--- config.mk ---
export PLATFORM = sky130hd
export DESIGN_NAME = tnn_seq_neuron_flat
export DESIGN_NICKNAME = d
export VERILOG_FILES = /design/src/rtl/tnn_seq_neuron_if.sv /design/src/rtl/tnn_seq_neuron.sv /design/src/flat_wrapper.sv
export SDC_FILE = /design/constraint.sdc
export NUM_CORES = 1
export LEC_CHECK = 0
export CORE_AREA = 5 5 57 59
export DETAILED_ROUTE_END_ITERATION = 10
export DIE_AREA = 0 0 62 64
export GPL_TIMING_DRIVEN = 0
export PLACE_DENSITY = 0.71
export SYNTH_ARGS = -nofsm -noshare
export SYNTH_HDL_FRONTEND = slang
export SYNTH_SLANG_ARGS = --single-unit
--- constraint.sdc ---
create_clock -name clk -period 2.45 [get_ports clk]
set_input_delay 0.49 -clock clk [delete_from_list [all_inputs] [get_ports clk]]
set_output_delay 0.49 -clock clk [all_outputs]
set_load 0.02 [all_outputs]
--- src/rtl/tnn_seq_neuron_if.sv ---
// Stream bundle for tnn_seq_neuron: one W-bit input channel (threshold beat,
// then operand beats) and one result channel carrying the decision bit and
// the debug sum.
interface tnn_seq_neuron_if #(
  parameter int W  = 3,
  parameter int SW = 5
);
  logic          in_valid;
  logic          in_ready;
  logic [W-1:0]  in_data;
  logic          out_valid;
  logic          out_ready;
  logic          out_bit;
  logic [SW-1:0] out_sum;

  // Producer/consumer side
  modport master (
    output in_valid, in_data, out_ready,
    input  in_ready, out_valid, out_bit, out_sum
  );

  // Neuron side
  modport slave (
    input  in_valid, in_data, out_ready,
    output in_ready, out_valid, out_bit, out_sum
  );
endinterface

--- src/rtl/tnn_seq_neuron.sv ---
// Sequential threshold neuron. Takes a threshold beat followed by N operand
// beats, accumulates the operands and emits a one-bit decision plus the sum.
// POL=0: out_bit = thr > sum ; POL=1: out_bit = sum >= thr (unsigned).
// Optional build macro TNN_APPROX_LSB_EN: clears operand bit 0 before
// accumulation (threshold untouched).
module tnn_seq_neuron #(
  parameter int W   = 3,
  parameter int N   = 4,
  parameter int POL = 0
) (
  input  logic              clk,
  input  logic              rst,
  tnn_seq_neuron_if.slave   bus
);
  // Accumulator carries at least one extra bit so N*(2^W-1) always fits.
  localparam int SW = W + ((N > 1) ? $clog2(N) : 1);
  // Counter must reach N without wrapping.
  localparam int CW = $clog2(N + 1);

  typedef enum logic [1:0] {IDLE, ACC, OUT} state_e;

  state_e        state_q, state_d;
  logic [W-1:0]  thr_q,   thr_d;
  logic [SW-1:0] acc_q,   acc_d;
  logic [CW-1:0] cnt_q,   cnt_d;
  logic [SW-1:0] sum_q,   sum_d;
  logic          bit_q,   bit_d;

  logic          in_ready_w;
  logic          out_valid_w;
  logic          in_fire;
  logic          out_fire;
  logic [W-1:0]  op_w;
  logic [SW-1:0] acc_nxt;
  logic [SW-1:0] thr_ext;
  logic          dec_nxt;

  // Input is never accepted while in reset or while a result is pending,
  // so input and output transfers never share a cycle.
  assign in_ready_w  = ~rst & (state_q != OUT);
  assign out_valid_w = (state_q == OUT);
  assign in_fire     = bus.in_valid & in_ready_w;
  assign out_fire    = out_valid_w & bus.out_ready;

`ifdef TNN_APPROX_LSB_EN
  assign op_w = bus.in_data & ~W'(1);
`else
  assign op_w = bus.in_data;
`endif

  // Decision is taken on the running sum including the beat being accepted,
  // so the result can be registered on the same edge as the last operand.
  assign acc_nxt = acc_q + SW'(op_w);
  assign thr_ext = SW'(thr_q);
  assign dec_nxt = (POL != 0) ? (acc_nxt >= thr_ext) : (thr_ext > acc_nxt);

  // Next-state and datapath update; everything holds unless a beat transfers.
  always_comb begin
    state_d = state_q;
    thr_d   = thr_q;
    acc_d   = acc_q;
    cnt_d   = cnt_q;
    sum_d   = sum_q;
    bit_d   = bit_q;
    unique case (state_q)
      IDLE: begin
        if (in_fire) begin
          thr_d   = bus.in_data;
          acc_d   = '0;
          cnt_d   = '0;
          state_d = ACC;
        end
      end
      ACC: begin
        if (in_fire) begin
          acc_d = acc_nxt;
          cnt_d = cnt_q + CW'(1);
          if (cnt_q == CW'(N - 1)) begin
            sum_d   = acc_nxt;
            bit_d   = dec_nxt;
            state_d = OUT;
          end
        end
      end
      OUT: begin
        if (out_fire) state_d = IDLE;
      end
      default: state_d = IDLE;
    endcase
  end

  // State and datapath registers; reset abandons any partial transaction.
  always_ff @(posedge clk or posedge rst) begin
    if (rst) begin
      state_q <= IDLE;
      thr_q   <= '0;
      acc_q   <= '0;
      cnt_q   <= '0;
      sum_q   <= '0;
      bit_q   <= 1'b0;
    end else begin
      state_q <= state_d;
      thr_q   <= thr_d;
      acc_q   <= acc_d;
      cnt_q   <= cnt_d;
      sum_q   <= sum_d;
      bit_q   <= bit_d;
    end
  end

  assign bus.in_ready  = in_ready_w;
  assign bus.out_valid = out_valid_w;
  assign bus.out_bit   = bit_q;
  assign bus.out_sum   = sum_q;

endmodule

--- src/flat_wrapper.sv ---
// flat-port wrapper written by rule: the top's interface ports become plain ports
module tnn_seq_neuron_flat 
#(
  parameter int W   = 3,
  parameter int N   = 4,
  parameter int POL = 0
)
  (clk, rst, bus_in_valid, bus_in_data, bus_out_ready, bus_in_ready, bus_out_valid, bus_out_bit, bus_out_sum);
  tnn_seq_neuron_if #(.W(W), .SW((5))) bus_i ();
  input  logic clk;
  input  logic rst;
  input wire logic [$bits(bus_i.in_valid)-1:0] bus_in_valid;
  input wire logic [$bits(bus_i.in_data)-1:0] bus_in_data;
  input wire logic [$bits(bus_i.out_ready)-1:0] bus_out_ready;
  output wire logic [$bits(bus_i.in_ready)-1:0] bus_in_ready;
  output wire logic [$bits(bus_i.out_valid)-1:0] bus_out_valid;
  output wire logic [$bits(bus_i.out_bit)-1:0] bus_out_bit;
  output wire logic [$bits(bus_i.out_sum)-1:0] bus_out_sum;
  assign bus_i.in_valid = bus_in_valid;
  assign bus_i.in_data = bus_in_data;
  assign bus_i.out_ready = bus_out_ready;
  assign bus_in_ready = bus_i.in_ready;
  assign bus_out_valid = bus_i.out_valid;
  assign bus_out_bit = bus_i.out_bit;
  assign bus_out_sum = bus_i.out_sum;
  tnn_seq_neuron #(.W(W), .N(N), .POL(POL)) u_core (.clk(clk), .rst(rst), .bus(bus_i));
endmodule
Word-level counts from Yosys, hierarchy flattened

Cells that the tools add are included.

Register bits: 19
Input port bits: 7
Output and inout port bits: 8
Logic and storage cells: 38

Add/subtract/negate cells: 2
Magnitude comparators: 1
Equality and inequality tests: 8
Multiplexer cells: 11
Bitwise operators: 4
Reduce and logical (&&, ||, !) cells: 6

Operators with widths:

| cell                | number |
|---|---|
| $mux 5              | 2 |
| $pmux 5 s2          | 1 |
| $mux 2              | 4 |
| $mux 3              | 2 |
| $ne 2x1->1 const B  | 3 |
| $pmux 2 s3          | 1 |
| $pmux 3 s2          | 1 |
| $reduce_and 3->1    | 2 |
| $add 5x3->5         | 1 |
| $gt 3x5->1          | 1 |
| $ne 2x2->1 const B  | 2 |
| $reduce_and 4->1    | 1 |
| $add 3x1->3 const B | 1 |
| $and 1x1->1         | 3 |
| $eq 3x2->1 const B  | 1 |
| $eq 2x1->1 const B  | 1 |
| $eq 2x2->1 const B  | 1 |
| $logic_not 2->1     | 1 |
| $reduce_and 2->1    | 1 |
| $reduce_bool 2->1   | 1 |
| $not 1->1           | 1 |

Logic depth before layout (Yosys ltp)

Gate-level depths: netlist of the first run.

Depth in word-level cells: 5
Depth in mapped cells: 8
Gate-level depth less buffers: 8

Worst setup path before layout of the first run

No wires, ideal clock.

Kind: in2reg
Start: in bus_in_data[0]
End: reg u_core.bit_q, in the netlist u_core.bus.out_bit
Setup time: 0.120 ns
Arrival: 1.998 ns
Required time: 2.330 ns
Setup slack: 0.331 ns
Cell stages on the path: 8
Buffers on the path: 0
Cell sequence: ha_1 -> inv_1 -> fa_1 -> ha_1 -> nor2b_1 -> o21ai_0 -> a32oi_1 -> a41o_1

Longest elaborated chain between the ends: 2

Ends and longest elaborated chain:

| element              | line                  | text |
|---|---|---|
| from (decl)          | flat_wrapper.sv:13    | `input wire logic [$bits(bus_i.in_data)-1:0] bus_in_data;` |
| $add 5x3->5          | tnn_seq_neuron.sv:53  | `assign acc_nxt = acc_q + SW'(op_w);` |
| $gt 3x5->1           | tnn_seq_neuron.sv:55  | `assign dec_nxt = (POL != 0) ? (acc_nxt >= thr_ext) : (thr_ext > acc_nxt);` |
| to (signal assigned) | tnn_seq_neuron.sv:107 | `bit_q <= bit_d;` |
| to (decl)            | tnn_seq_neuron.sv:27  | `logic bit_q, bit_d;` |

No other way between the ends.
A chain may end at the register's enable or synchronous reset.

Worst setup path in the final report of the first run

Ends and elaborated chain as after synthesis.

==> flow_summary.json, run 1 <==
{
  "die_w_um": 62,
  "start_util_pct": 37.27,
  "cts_buffers": 3,
  "die_h_um": 64,
  "cts_root_buf": "clkbuf_4",
  "outcome": "finished clean",
  "grt_max_degree": 20,
  "drcViolationCount": 0,
  "stdcell_area_um2": 1209,
  "cts_buffer_depth": 2,
  "clock_skew_ps": 5.949,
  "synthesis.nets": 110,
  "setup_viol": 0,
  "cts_tree": "done",
  "max_slew_margin_pct": 50.45,
  "area_delta_synth_final_pct": 21.82,
  "htreeDepth": 1,
  "yosysSeqAreaShare_pct": 47.92,
  "antenna_cells": 0,
  "slew_violations": 0,
  "timing.final.crit_period_ps": 2349,
  "drt_pass1_iterations": 4,
  "rsz0062_at_grt": "no",
  "leakage_nw": 0.5683,
  "ys_warn_count": 0,
  "syn_inst": 94,
  "clockPowerShare_pct": 11.8,
  "cp.required_ps": 2630,
  "first_global_vias": 752,
  "pwr-share-seq_pct": 41.6,
  "syn_area_um2": 992.2,
  "grt_pass1_wl_um": 3325,
  "postCtsSetupBuffers": 0,
  "ir_drop_mv": 0.5314,
  "core-area_um2": 2663,
  "p_int_uw": 816.1,
  "dieArea_um2": 3968,
  "drtIter0Drc": 2,
  "num-nets-final": 128,
  "pin_count": 15,
  "r2r_setup_slack_ps": 430,
  "wire_per_inst_um": 12.75,
  "worstSkewPairLatency_ps": 290,
  "crit_arrival_ps": 2530,
  "routabilityCongestion": 0.7668,
  "routed_wirelength_um": 1811,
  "holdCritPathClass": "reg -> reg",
  "ant_nets": 0,
  "cp_slowest_stage_delay_ps": 580,
  "vias_per_cell": 4.887,
  "fmax_mhz": 425.7,
  "drive_above_1_share_pct": 15.32,
  "critPathMaxFanout": 3,
  "end_kind": "flop",
  "tightest_slew_ps": 742.5,
  "slowest_stage": "fa_2",
  "portBuffers": 14,
  "placed_area_um2": 1171,
  "finalHoldWorstSlack_ps": 487.4,
  "synth.distinct_cells": 25,
  "final_hold_viol_count": 0,
  "row_count": 19,
  "ys_ff_latch": 19,
  "num_vias": 694,
  "critPathKind": "in -> reg",
  "grt_use_total_pct": 11.23,
  "sw_frac_of_total_pct": 38.03,
  "antenna_found_initial": 0,
  "final.fill_count": 263,
  "dp_hpwl_um": 1387,
  "cts.sinks": 19,
  "gr-total-overflow": 0,
  "startpoint_type": "primary input",
  "path_clk_slew_ps": 100,
  "drv_cap": 0,
  "avgSynthCellArea_um2": 10.56,
  "power_density_nw_per_um2": 1090,
  "period_share_pct": 95.88,
  "p_comb_share_pct": 46.6,
  "switchingPower_uw": 500.8,
  "crit_chain": "clkdlybuf4s50_1 -> ha_2 -> inv_1 -> fa_2 -> ha_1 -> nor2b_1 -> o21ai_1 -> a32oi_1 -> a41o_1"
}
## cell families after synthesis
kind of cell	count (synthesis)	synth area share, %
AND/OR/NAND/NOR	29	16.39
flip-flops	19	47.92
multiplexers	5	5.548
adder cells (fa/ha/maj)	9	12.11
XOR/XNOR	3	2.649
buffers and inverters	12	5.295
AO/OA/AOI/OAI	17	10.09
## routing by layer
metal / track usage [%] / vias to the layer above / share of wire [%]
met3: 2.616 / 4 / 4.5
li1: - / 349 / -
met4: 4.775 / 0 / 1.5
met2: 17.23 / 17 / 46
met5: 0 / - / 0
met1: 14.84 / 324 / 47
## path summary, 6_finish.rpt
kind	cells after the start	startpoint	endpoint
max in group asynchronous	2	rst	u_core.state_q[0]
min reg2reg	2	u_core.acc_q[0]	u_core.acc_q[0]
min	2	u_core.acc_q[0]	u_core.acc_q[0]
max	9	bus_in_data[0]	u_core.bus.out_bit
min in group asynchronous	2	rst	u_core.cnt_q[2]
max reg2reg	8	u_core.acc_q[0]	u_core.bus.out_bit
## cell type report
cell class	instances	area, um^2	area share (%)
sequential	19	476.7	39.44
multi-input combinational	63	476.7	39.44
timing repair buffer	14	140.1	11.59
tap	31	38.79	3.209
inverter	9	33.78	2.795
clock buffer	3	22.52	1.863
buffer	2	15.01	1.242
clock inverter	1	5.005	0.4141
## registers in the layout, indices dropped and copies added, names as in the netlist
signal,count
u_core.acc_q,5
u_core.bus.out_bit,1
u_core.bus.out_sum,5
u_core.cnt_q,3
u_core.state_q,2
u_core.thr_q,3
## cell usage in the layout (no fill, tap or decap), types with 2 or more instances in the layout
master           count
nand2b_1             2
nor2_1               3
ha_1                 7
clkbuf_4             3
nand3b_1             2
nor2b_1              3
dfrtp_1             18
inv_1                9
nand2_1             13
buf_4                2
clkdlybuf4s50_1     14
mux2_2               4
o21ai_0             11
nand3_1              2
xor2_1               2
## cells in the mapped netlist
| cell | n | area share [%] |
|---|---|---|
| nand2b_1 | 2 | 1.3 |
| mux2_2 | 4 | 4.5 |
| clkbuf_1 | 1 | 0.38 |
| mux2i_1 | 1 | 1.0 |
| nor2_1 | 3 | 1.1 |
| a21o_1 | 1 | 0.76 |
| nand3b_1 | 2 | 1.5 |
| nor2_4 | 1 | 1.1 |
| nand2_1 | 13 | 4.9 |
| ha_1 | 8 | 10 |
| a22o_1 | 1 | 0.88 |
| nor3b_4 | 1 | 1.9 |
| a32oi_1 | 1 | 0.88 |
| and2_0 | 1 | 0.63 |
| xor2_1 | 3 | 2.6 |
| inv_1 | 9 | 3.4 |
| a41o_1 | 1 | 1.0 |
| nand3_2 | 1 | 1.0 |
| o21ai_0 | 12 | 6.1 |
| buf_4 | 2 | 1.5 |
| nand3_1 | 2 | 1.0 |
| a21oi_1 | 1 | 0.50 |
| dfrtp_1 | 19 | 48 |
| nor2b_1 | 3 | 1.9 |
| fa_1 | 1 | 2.0 |
## what timing repair did
action / 4_1_cts / 5_1_grt
hold buffers: 0 / 0
pin swaps: 0 / 2
setup endpoints to repair: 1 / 2
gates resized for setup: 0 / 5
## worst max-delay path, delay by kind of cell
kind	cells	cell delay (ps)
fa+ha+maj	3	1000
simple gates	1	130
buf+inv	2	540
compound gates	3	370
## power groups by stage
| stage | Clock (mW) | Sequential [mW] | Combinational [mW] |
|---|---|---|---|
| 2_1_floorplan | 0 | 0.564 | 0.389 |
| 3_3_place_gp | 0 | 0.522 | 0.616 |
| 3_5_place_dp | 0 | 0.531 | 0.630 |
| 4_1_cts | 0.164 | 0.546 | 0.604 |
| 5_1_grt | 0.182 | 0.566 | 0.723 |
| 6_report | 0.155 | 0.548 | 0.614 |
## stage by stage
step	setup WS (ps)	util, %	cells	setup TNS (ps)	power [mW]
after detailed placement	-264.7	43.99	139	-264.7	1.161
after global placement	-255.3	43.99	139	-255.3	1.139
after CTS	60.29	44.88	142	0	1.315
after floorplan	331.5	-	94	0	0.9533
after global routing	16.19	45.39	142	0	1.471
final	101.0	45.39	142	0	1.317
(Power assumes the default switching activity.)
==> inputs of run 2 (changes only) <==
CORE_AREA = 2 2 54 56   (was 5 5 57 59)
DIE_AREA = 0 0 56 58   (was 0 0 62 64)
==> run 2 against run 1 <==
Effect of this change: wire length down 1.2%; design area up 0.10%; critical endpoint is now bus_in_ready; count of clock-buffer cells in the layout is the same; largest power group unchanged; sequential cell count is the same; critical path type is now reg -> out; sequential share of layout area decreased by 0.14 points; non-clock buffer count unchanged; highest routed layer unchanged; die area fell by 18%; via count is 1.2% higher.
==> flow_summary.json, run 2 (synthesis gave the netlist of run 1 again) <==
{
  "outcome": "finished clean",
  "drcViolationCount": 0,
  "max_slew_margin_pct": 51.17,
  "drv_cap": 0,
  "setup_viol": 0,
  "first_global_vias": 728,
  "ir_drop_mv": 0.6051,
  "cts_root_buf": "clkbuf_4",
  "finalHoldWorstSlack_ps": 482.9,
  "pin_count": 15,
  "cts_tree": "done",
  "row_count": 19,
  "num-nets-final": 128,
  "core-area_um2": 2663,
  "critPathMaxFanout": 11,
  "final_hold_viol_count": 0,
  "clock_skew_ps": 5.092,
  "seqCellArea_um2": 475.5,
  "htreeDepth": 1,
  "drt_pass1_iterations": 2,
  "start_util_pct": 37.27,
  "timing.final.crit_period_ps": 2331,
  "fmax_mhz": 429.1,
  "instances_no_fill": 142,
  "ant_nets": 0,
  "holdCritPathClass": "in -> reg",
  "final_cell_mix": "dfrtp_1 (19), nand2_1 (13), clkdlybuf4s50_1 (13)",
  "placed_area_um2": 1171,
  "drive_above_1_share_pct": 14.41,
  "leakage_nw": 0.5779,
  "worstSkewPairLatency_ps": 300,
  "critPathKind": "reg -> out",
  "dp_hpwl_um": 1349,
  "routabilityCongestion": 0.8252,
  "cts.sinks": 19,
  "stdcell_area_um2": 1210,
  "end_kind": "primary output",
  "num_vias": 702,
  "mostFrequentLayoutCell": "dfrtp_1",
  "setup_tns_ps": 0,
  "final.fill_count": 268,
  "crit_arrival_ps": 1840,
  "portBuffers": 14,
  "grt_max_degree": 20,
  "power_density_nw_per_um2": 1095,
  "fin_ws_ps": 119.4,
  "cp.required_ps": 1960,
  "rsz0062_at_grt": "no",
  "multi_input_area_um2": 476.7,
  "routed_wirelength_um": 1790,
  "cts_buffers": 3,
  "area_delta_synth_final_pct": 21.94,
  "drtIter0Drc": 15,
  "path_clk_slew_ps": 120,
  "period_share_pct": 95.13,
  "antenna_found_initial": 0,
  "vias_per_cell": 4.944,
  "cts_buffer_depth": 2,
  "die_w_um": 56,
  "post-place-ws_ps": -288.0,
  "grt_pass1_wl_um": 3098,
  "wire_per_inst_um": 12.61,
  "tightest_slew_ps": 731.6,
  "die_h_um": 58,
  "grt_use_total_pct": 12.41,
  "dieArea_um2": 3248,
  "place_inst": 139,
  "antenna_cells": 0,
  "slew_violations": 0,
  "startpoint_type": "flop",
  "gr-total-overflow": 0
}
## run 2: cell count changes in the layout (fill, tap and decap cells not counted), sizes merged
| cell | delta |
|---|---|
| clkdlybuf4s50 | -1 |
| dlymetal6s2s | +1 |
## run 2: final timing paths
| kind | from | end | slack (ps) | cells after the start |
|---|---|---|---|---|
| max in group asynchronous | rst | u_core.bus.out_sum[4] | 1250 | 2 |
| min reg2reg | u_core.acc_q[0] | u_core.acc_q[0] | 490 | 2 |
| min in group asynchronous | rst | u_core.state_q[1] | 740 | 2 |
| max reg2reg | u_core.acc_q[0] | u_core.bus.out_bit | 380 | 8 |
| min | bus_in_data[0] | u_core.thr_q[0] | 480 | 2 |
| max | u_core.state_q[0] | bus_in_ready | 120 | 4 |
## run 2: per-stage QoR
stage | util, % | total power, mW
floorplan | - | 0.9533
global placement | 43.99 | 1.136
detailed placement | 43.99 | 1.159
CTS | 44.88 | 1.319
global route | 45.44 | 1.436
finish | 45.44 | 1.325
## run 2: area by class of cell
type / count / share of cell area [%]
repair buffers: 14 / 11.79
plain buffers: 2 / 1.241
multi-input cells: 63 / 39.40
flip-flops and latches: 19 / 39.30
clock inverters: 1 / 0.4137
inverters: 9 / 2.792
well taps: 31 / 3.206
clock buffers: 3 / 1.861
## run 2: worst max-delay path, stage by stage, from the launching register on
cell	delay, ps
dfrtp_1	610
nand2b_1	180
inv_1	50
nor2_1	80
clkdlybuf4s50_1	610
## run 2: per-layer routing
| layer | part of all wire (%) | wire length, um | up-vias | global-route usage, % |
|---|---|---|---|---|
| met4 | 1.4 | 25 | 0 | 6.803 |
| li1 | - | - | 346 | - |
| met3 | 3.2 | 57 | 4 | 3.125 |
| met5 | 0 | 0 | - | 0 |
| met2 | 48 | 862 | 14 | 19.33 |
| met1 | 47 | 844 | 338 | 15.93 |
## run 2: what timing repair did
| action | in CTS | in global routing |
|---|---|---|
| pin swaps | 0 | 3 |
| gates resized for setup | 0 | 5 |
| endpoints found under the hold margin | 0 | 0 |
| setup endpoints to repair | 1 | 1 |
| setup buffers | 0 | 0 |
| hold buffers | 0 | 0 |
## run 2: report_power, final
| part | internal, mW | leakage (nW) | switching [mW] |
|---|---|---|---|
| logic | 0.310 | 0.319 | 0.310 |
| registers | 0.445 | 0.241 | 0.0946 |
| clock network | 0.0608 | 0.0177 | 0.105 |
==> inputs of run 3 (changes only) <==
CTS_CLUSTER_DIAMETER = 200   (was unset)
clock period = 3 ns   (was 2.45 ns; I/O delays follow)
==> run 3 against run 2 <==
Effect of this change: power shrank 19%; first-iteration DRC count shrank 13%; global-route usage grew 0.095 points; count of clock-buffer cells in the layout unchanged; die area did not move; critical path type unchanged; critical endpoint unchanged; largest power group unchanged.
==> flow_summary.json, run 3 (synthesis gave the netlist of run 1 again) <==
{
  "dp_hpwl_um": 1349,
  "first_global_vias": 735,
  "max_slew_margin_pct": 51.70,
  "mostFrequentLayoutCell": "dfrtp_1",
  "finalHoldWorstSlack_ps": 484.8,
  "outcome": "finished clean",
  "cts_root_buf": "clkbuf_4",
  "die_h_um": 58,
  "grt_use_total_pct": 12.51,
  "critPathMaxFanout": 10,
  "end_kind": "primary output",
  "power_density_nw_per_um2": 892.4,
  "start_util_pct": 37.27,
  "path_clk_slew_ps": 120,
  "ant_nets": 0,
  "gr-total-overflow": 0,
  "crit_arrival_ps": 2010,
  "fmax_mhz": 383.7,
  "routabilityCongestion": 0.8252,
  "leakage_nw": 0.5702,
  "portBuffers": 14,
  "area_delta_synth_final_pct": 20.81,
  "num_vias": 709,
  "antenna_cells": 0,
  "cts_hold_buffers": 0,
  "final.fill_count": 271,
  "cts.sinks": 19,
  "startpoint_type": "flop",
  "drcViolationCount": 0,
  "clock_skew_ps": 3.069,
  "ir_drop_mv": 0.4821,
  "cts_buffers": 3,
  "setup_viol": 0,
  "core-area_um2": 2663,
  "timing.final.crit_period_ps": 2606,
  "num-nets-final": 129,
  "period_share_pct": 86.87,
  "drtIter0Drc": 13,
  "final_cell_mix": "dfrtp_1 (19), clkdlybuf4s50_1 (14), nand2_1 (13)",
  "dieArea_um2": 3248,
  "postCtsSetupBuffers": 0,
  "cp.required_ps": 2400,
  "worstSkewPairLatency_ps": 300,
  "rsz0062_at_grt": "no",
  "tightest_slew_ps": 723.7,
  "routed_wirelength_um": 1770,
  "vias_per_cell": 4.958,
  "drive_above_1_share_pct": 11.61,
  "holdCritPathClass": "reg -> reg",
  "row_count": 19,
  "grt_max_degree": 20,
  "antenna_found_initial": 0,
  "critPathKind": "reg -> out",
  "slew_violations": 0,
  "die_w_um": 56,
  "grt_pass1_wl_um": 3118,
  "cts-resized-gates": 0,
  "pin_count": 15,
  "cts_buffer_depth": 2,
  "wire_per_inst_um": 12.38,
  "final_hold_viol_count": 0,
  "drt_pass1_iterations": 4,
  "cts_tree": "done",
  "setup_tns_ps": 0,
  "htreeDepth": 1,
  "drv_cap": 0,
  "final_core_util_pct": 45.02
}
## run 3: changes by cell type in the layout (fill, tap and decap cells not counted)
cell	change
o21ai_0	+1
xor2_2	-1
xor2_1	+1
o21ai_1	-1
fa_2	-1
fa_1	+1
dlymetal6s2s_1	-1
ha_2	-1
clkbuf_1	+1
clkdlybuf4s50_1	+1
ha_1	+1
## run 3: critical path, stage by stage, from the launching register on
cell and delay (ps):
dfrtp_1 380, clkbuf_1 390, nand2b_1 180, inv_1 50, nor2_1 80, clkdlybuf4s50_1 610
## run 3: stage by stage
| stage | cells | cell area (um^2) | power (mW) | worst slack, ps |
|---|---|---|---|---|
| floorplan | 94 | 992.2 | 0.7785 | 771.5 |
| global placement | 139 | 1171 | 0.9279 | 167.2 |
| detailed placement | 139 | 1171 | 0.9462 | 152.0 |
| CTS | 143 | 1199 | 1.082 | 379.5 |
| global route | 143 | 1199 | 1.159 | 297.9 |
| finish | 143 | 1199 | 1.070 | 393.8 |
## run 3: final cells by class
cell class                      count  area [um^2]  share of cell area [%]
Sequential cell                    19        475.5                   39.67
Inverter                            9        33.78                   2.818
Tap cell                           31        38.79                   3.236
Timing Repair Buffer               14        140.1                   11.69
Multi-Input combinational cell     63        464.2                   38.73
Clock buffer                        3        22.52                   1.879
Buffer                              3        18.77                   1.566
Clock inverter                      1        5.005                  0.4175
## run 3: final timing paths
path	from	to	slack, ps	cells past startpoint
hold / removal	u_core.acc_q[0]	u_core.acc_q[0]	480	2
hold reg to reg	u_core.acc_q[0]	u_core.acc_q[0]	480	2
min in group asynchronous	rst	u_core.state_q[1]	850	2
setup / recovery	u_core.state_q[0]	bus_in_ready	390	5
setup reg to reg	u_core.acc_q[0]	u_core.bus.out_bit	850	8
max in group asynchronous	rst	u_core.bus.out_sum[4]	1690	2
## run 3: routing by layer
metal / vias up / wire, um / GRT usage (%) / share of wire [%]
met4: 0 / 25 / 6.803 / 1.4
met5: - / 0 / 0 / 0
met2: 12 / 845 / 19.33 / 48
li1: 349 / - / - / -
met3: 4 / 54 / 3.125 / 3.1
met1: 344 / 844 / 16.22 / 48
## run 3: power by group
group          internal, mW  switching [mW]  leakage (nW)
clock network        0.0497          0.0843        0.0177
registers             0.364          0.0581         0.241
logic                 0.245           0.268         0.311
total                 0.659           0.411         0.570
